$ cat src/rtl/circle_draw_ctrl.sv
// circle_draw_ctrl: clears the framebuffer, then resets, starts and monitors the circle plotter,
// muxing both plot streams onto the single VGA write port.
module circle_draw_ctrl #(
    parameter int          SCREEN_W     = 160,
    parameter int          SCREEN_H     = 120,
    parameter logic [2:0]  CLEAR_COLOUR = 3'b000,
    parameter bit          CLEAR_EN     = 1'b1
) (
    input  logic       clk,
    input  logic       rst_n,
    input  logic       start,
    input  logic [2:0] colour,
    input  logic [7:0] centre_x,
    input  logic [6:0] centre_y,
    input  logic [7:0] radius,
    output logic       done,
    output logic       circ_rst_n,
    output logic       circ_start,
    output logic [2:0] circ_colour,
    output logic [7:0] circ_centre_x,
    output logic [6:0] circ_centre_y,
    output logic [7:0] circ_radius,
    input  logic       circ_done,
    input  logic [7:0] circ_vga_x,
    input  logic [6:0] circ_vga_y,
    input  logic [2:0] circ_vga_colour,
    input  logic       circ_vga_plot,
    output logic [7:0] vga_x,
    output logic [6:0] vga_y,
    output logic [2:0] vga_colour,
    output logic       vga_plot
);
    typedef enum logic [2:0] {IDLE, CLEAR, CIRC_RST, CIRC_RUN, DONE} state_t;
    localparam logic [7:0] X_LAST = 8'(SCREEN_W - 1);
    localparam logic [6:0] Y_LAST = 7'(SCREEN_H - 1);
    state_t     state, state_nx;
    logic [7:0] cx;
    logic [6:0] cy;
    logic       clear_last, in_clear, in_run;
    assign clear_last = (cx == X_LAST) && (cy == Y_LAST);
    always_ff @(posedge clk) begin
        if (!rst_n) begin
            state         <= IDLE;
            cx            <= '0;
            cy            <= '0;
            circ_colour   <= '0;
            circ_centre_x <= '0;
            circ_centre_y <= '0;
            circ_radius   <= '0;
        end else begin
            state <= state_nx;
            if (state == IDLE && start) begin
                circ_colour   <= colour;
                circ_centre_x <= centre_x;
                circ_centre_y <= centre_y;
                circ_radius   <= radius;
                cx            <= '0;
                cy            <= '0;
            end
            // column-major scan: y inner, x outer; both wrap to 0 after the last pixel
            if (state == CLEAR) begin
                cy <= (cy == Y_LAST) ? '0 : cy + 7'd1;
                cx <= clear_last ? '0 : (cy == Y_LAST) ? cx + 8'd1 : cx;
            end
        end
    end
    always_comb begin
        state_nx = state;
        unique case (state)
            IDLE:     state_nx = start ? (CLEAR_EN ? CLEAR : CIRC_RST) : IDLE;
            CLEAR:    state_nx = clear_last ? CIRC_RST : CLEAR;
            CIRC_RST: state_nx = CIRC_RUN;
            CIRC_RUN: state_nx = circ_done ? DONE : CIRC_RUN;
            DONE:     state_nx = start ? DONE : IDLE;
            default:  state_nx = IDLE;
        endcase
    end
    // outputs are forced quiet while rst_n is low so the plotter and adapter see reset immediately
    always_comb begin
        in_clear   = rst_n && (state == CLEAR);
        in_run     = rst_n && (state == CIRC_RUN);
        done       = rst_n && (state == DONE);
        circ_start = in_run;
        circ_rst_n = rst_n && (state != CIRC_RST);
        vga_x      = in_clear ? cx : in_run ? circ_vga_x : '0;
        vga_y      = in_clear ? cy : in_run ? circ_vga_y : '0;
        vga_colour = in_clear ? CLEAR_COLOUR : in_run ? circ_vga_colour : '0;
        vga_plot   = in_clear || (in_run && circ_vga_plot);
    end
endmodule

$ cat config.mk
export PLATFORM = sky130hd
export DESIGN_NAME = circle_draw_ctrl
export DESIGN_NICKNAME = d
export VERILOG_FILES = /design/src/rtl/circle_draw_ctrl.sv
export SDC_FILE = /design/constraint.sdc
export NUM_CORES = 1
export LEC_CHECK = 0
export ABC_AREA = 0
export CAP_MARGIN = 10
export CORE_MARGIN = 2
export CORE_UTILIZATION = 42
export CTS_BUF_LIST = sky130_fd_sc_hd__clkbuf_8
export CTS_CLUSTER_SIZE = 25
export DETAILED_ROUTE_END_ITERATION = 16
export GPL_TIMING_DRIVEN = 0
export PLACE_DENSITY = 0.93
export SETUP_SLACK_MARGIN = 0.5
export SYNTH_ARGS = -nofsm -noshare
export SYNTH_HDL_FRONTEND = slang
export SYNTH_SLANG_ARGS = --single-unit
$ cat constraint.sdc
create_clock -name clk -period 2.25 [get_ports clk]
set_input_delay 0.45 -clock clk [delete_from_list [all_inputs] [get_ports clk]]
set_output_delay 0.45 -clock clk [all_outputs]
set_load 0.005 [all_outputs]
Yosys cells after proc, flatten, opt, wreduce, memory -nomap -nowiden
Index checks and enable logic that the tools add are counted.
{"block": "totals", "out_inout_bits": 48, "latch_bits": 0, "register_bits": 44, "memories": 0, "mem_bits_rw": 0, "rom_bits": 0}
{"block": "classes", "mux": 18, "addsub": 2, "n_shift": 0, "order_cmp": 0, "eq_ne": 8, "n_mul": 0, "bitwise_logic": 0, "n_reduce_logical": 11, "n_div": 0}
{"op": "$mux 8", "n": 6}
{"op": "$mux 7", "n": 5}
{"op": "$pmux 3 s5", "n": 1}
{"op": "$mux 3", "n": 4}
{"op": "$add 8x1->8 const B", "n": 1}
{"op": "$eq 8x8->1 const B", "n": 1}
{"op": "$add 7x1->7 const B", "n": 1}
{"op": "$eq 7x7->1 const B", "n": 1}
{"op": "$logic_and 1x1->1", "n": 7}
{"op": "$eq 3x2->1 const B", "n": 2}
{"op": "$ne 3x2->1 const B", "n": 2}
{"op": "$eq 3x1->1 const B", "n": 1}
{"op": "$eq 3x3->1 const B", "n": 1}
{"op": "$logic_not 3->1", "n": 1}
{"op": "$mux 2", "n": 1}
{"op": "$reduce_and 2->1", "n": 1}
{"op": "$reduce_bool 2->1", "n": 1}
{"op": "$logic_or 1x1->1", "n": 1}
{"op": "$mux 1", "n": 1}

Logic depth before layout (Yosys ltp)
{"block": "logic_depth", "word_depth": 4, "ltp_mapped": 7}

Worst setup path before layout
No wires, ideal clock.
{"block": "synth_path", "path_type": "reg2out", "from": "register state[2]", "to": "output vga_x[4]", "n_path_buf": 3, "arrival_ps": 1470, "path_stages_with_launch": 7, "path_slack_ps": 330, "cell_sequence": "dfxtp_1 buf_6 or3b_1 buf_6 nor2_2 buf_2 a22o_1"}
{"block": "synth_via", "elab_chain_cells": 4, "elab_cells_between_ends": 6, "cone_classes": "2 x eq/ne; 2 x mux; 2 x reduce/logical"}
{"item": "start, declared", "line": "36", "source": "state_t state, state_nx;"}
{"item": "start signal, assigned", "line": "51", "source": "state <= state_nx;"}
{"item": "$eq 3x2->1", "line": "81", "source": "in_run = rst_n && (state == CIRC_RUN);"}
{"item": "$logic_and 1x1->1", "line": "81"}
{"item": "$mux 8", "line": "85", "source": "vga_x = in_clear ? cx : in_run ? circ_vga_x : '0;"}
{"item": "$mux 8 *", "line": "85"}
{"item": "end, declared", "line": "28", "source": "output logic [7:0] vga_x,"}
Every way passes the cells marked *; elsewhere a longest branch is shown, timed or not.

Worst setup path after layout
{"block": "layout_path", "from": "register state[2]", "to": "output vga_x[5]"}
The elaborated chain is that of the path after synthesis.

==> reports/qor.csv <==
metric,value,unit
Final WS setup,-0.202,ns
sw frac,0.290,
Clk pwr share,0.288,
RR Startpoint,state[0],
sequential area share after synthesis,0.438,
Max Fclk,408,MHz
drt wl/cell,21.2,µm
Worst EP arrival,2.00,ns
HPWL after DPL,4300,µm
Die Ht,73.2,µm
TritonCTS Buffers,5,
switching power total,549,µW
Post-Syn Area,0.00201,mm²
WP data required,1.80,ns
hold_buf cts,0,
drt via density,5.92,
I/O Pins,97,
Reg power frac,0.440,
most frequent cells in the layout,"73 x clkdlybuf4s50_1, 39 x dfxtp_1, 35 x nand2_1, 33 x buf_6, 33 x a21oi_2",
CTS tree,done,
hold path endpoint,circ_radius[2],
final cycle utilization of the critical path,1.09,
DRT antenna net count,0,
post-route minimum period,2.45,ns
Crit. End Element,primary output,
Reg2Reg Depth,10,
Routed Wire Length,9830,µm
clk_lat worst skew,0.32,ns
yosys warns,0,
R2R Setup Slk,0.27,ns
maxcap violations,0,
initial drt markers,255,
share of cells above drive strength 1,0.454,
DIE AREA,0.00536,mm²
Slew Limit Fails,0,
worst min path class,flop to flop,
Yosys top cell area share,0.438,
worst-margin pin slew,0.772,ns
Netlist cell types,40,
P_leak,0.00174,µW
first-pass GRT wire length,11100,µm
Internal Pwr Total,1340,µW
run status,"complete, but fails checks",
Worst Skew,0.00995,ns
Synth Instances,251,
critical path class,flop to primary output,
clock sink count,44,
H-tree lvl count,2,
DRC,0,
grt total ovfl,0,
fin util,0.889,
hold_sp,circ_radius[2],
n_diodes,0,
VDD IR max,0.497,mV
final hold vios,0,
post-route cell area,0.00414,mm²
final weighted congestion in routability-driven placement,0.811,
gr usage total,0.266,
Rows,25,
Pre-antenna DRT Iters,5,
Avg Synthesized Cell Area,8.02,µm²
hold_ws,0.482,ns
Post-synth ARST share,0,
"Cell Area, Placed",0.00306,mm²
core area,0.00466,mm²
Port Buffers,96,
FF-to-FF End,circ_colour[1],
Initial Util,0.432,
RSZ-0062 raised after global routing,true,
#FFs+latches synth,44,
die width,73.2,µm
Layout Cells excl Fill,464,
total power,1890,µW
number of global-route vias before repair,2405,
max-slew headroom at the worst pin,0.485,
Synth area leader,dfxtp_1,
"CTS clk-pin slew, worst paths",0.09,ns
top_reg_cell synth,dfxtp_1,
fillcell total,205,
setup violators final,16,
top post-synthesis cells by area,"dfxtp_1 44%, nand2_1 11%, a21oi_1 9.9%",
number of antenna violations at the first check in global routing,0,
Comb power frac,0.272,
"Net count, final",460,
total power divided by cell area,457,mW/mm²
startpoint types,flop,
P&R area growth vs syn,106,%
CTS Buffer Depth,2,
Worst Path Max Fanout,4,
"leading cell type in the layout, fill and taps excluded",clkdlybuf4s50_1,
failing checks,setup timing,
Post-synth EDFFs,0,
DR vias,2748,
Hold Path Stages,2,
Root Buffer,clkbuf_8,
"Net Count, Synth",302,
cell total after placement,401,
largest net degree at the start of global routing,14,
## logic make-up (layout without fill, tap and decap cells)
family	count (synthesis)	in the layout	share of synthesized area
muxes	2	2	0.00994
buffers and inverters	20	179	0.0503
xor gates and xnor gates	1	1	0.00435
and+or+nand+nor	108	108	0.259
DFF	44	44	0.438
adders and majority gates	2	2	0.0124
AOI/OAI and AO/OA	74	74	0.227
## synth_stat cells, types with 3 or more instances
| library cell | instances |
|---|---|
| nand2_1 | 60 |
| dfxtp_1 | 44 |
| a21oi_1 | 40 |
| a22o_1 | 15 |
| nor2_1 | 11 |
| nand3_1 | 10 |
| o21ai_0 | 8 |
| clkbuf_1 | 7 |
| buf_2 | 6 |
| or3_1 | 4 |
| and2_1 | 3 |
| inv_1 | 3 |
## cell type report
type / count / area, µm² / area share
Multi-Input combinational cell: 187 / 1470 / 0.354
Inverter: 4 / 27.5 / 0.00664
Tap cell: 54 / 67.6 / 0.0163
Buffer: 16 / 164 / 0.0396
Sequential cell: 44 / 890 / 0.215
Timing Repair Buffer: 151 / 1440 / 0.347
Clock inverter: 2 / 10.0 / 0.00242
Clock buffer: 6 / 82.6 / 0.0199
## critical path: stages (launching register included)
cell,delay [ns]
dfxtp_2,0.33
buf_6,0.11
or3b_1,0.35
buf_6,0.14
nor2_4,0.18
buf_6,0.14
buf_6,0.09
buf_6,0.09
a22o_1,0.13
buf_2,0.12
## worst max path at each step
| stage | startpoint | end | slack [ns] | cells past startpoint |
|---|---|---|---|---|
| 2_1_floorplan | state[2] | vga_x[5] | 0.46 | 6 |
| 3_3_place_gp | rst_n | vga_x[2] | -0.88 | 6 |
| 3_5_place_dp | rst_n | vga_y[2] | -0.88 | 6 |
| 4_1_cts | state[2] | vga_y[2] | -0.09 | 9 |
| 5_1_grt | state[2] | vga_x[5] | -0.25 | 9 |
| 6_report | state[2] | vga_x[5] | -0.20 | 9 |
## power by group through the flow
| stage | Clock [µW] | Sequential [µW] | Combinational [µW] |
|---|---|---|---|
| finish | 546 | 833 | 515 |
| global route | 575 | 836 | 532 |
| CTS | 521 | 829 | 336 |
| detailed placement | 0 | 848 | 278 |
| global placement | 0 | 846 | 271 |
| floorplan | 0 | 848 | 104 |
## sequential cells by signal (all words and copies together) (netlist names)
| register | count |
|---|---|
| cy | 7 |
| circ_colour | 3 |
| state | 3 |
| circ_radius | 8 |
| circ_centre_y | 7 |
| cx | 8 |
| circ_centre_x | 8 |
## per-stage QoR
| step | setup TNS [ns] | setup slack, ns |
|---|---|---|
| after detailed placement | -17.58 | -0.881 |
| final | -2.10 | -0.202 |
| after global routing | -2.97 | -0.254 |
| after CTS | -0.695 | -0.0941 |
| after floorplan | 0 | 0.456 |
| after global placement | -17.82 | -0.882 |
## layer usage
layer  vias to the layer above  track usage  share of wire
met5                         -            0              0
li1                       1204            -              -
met4                         0       0.0802          0.046
met2                       192        0.486           0.52
met3                        51       0.0870          0.092
met1                      1301        0.287           0.34
## what timing repair did
action | 4_1_cts | 5_1_grt
pin swaps | 27 | 55
cloned | 2 | 3
setup buffers | 29 | 21
gates resized for setup | 142 | 128
endpoints found under the setup margin | 53 | 53
(Power assumes the default switching activity.)
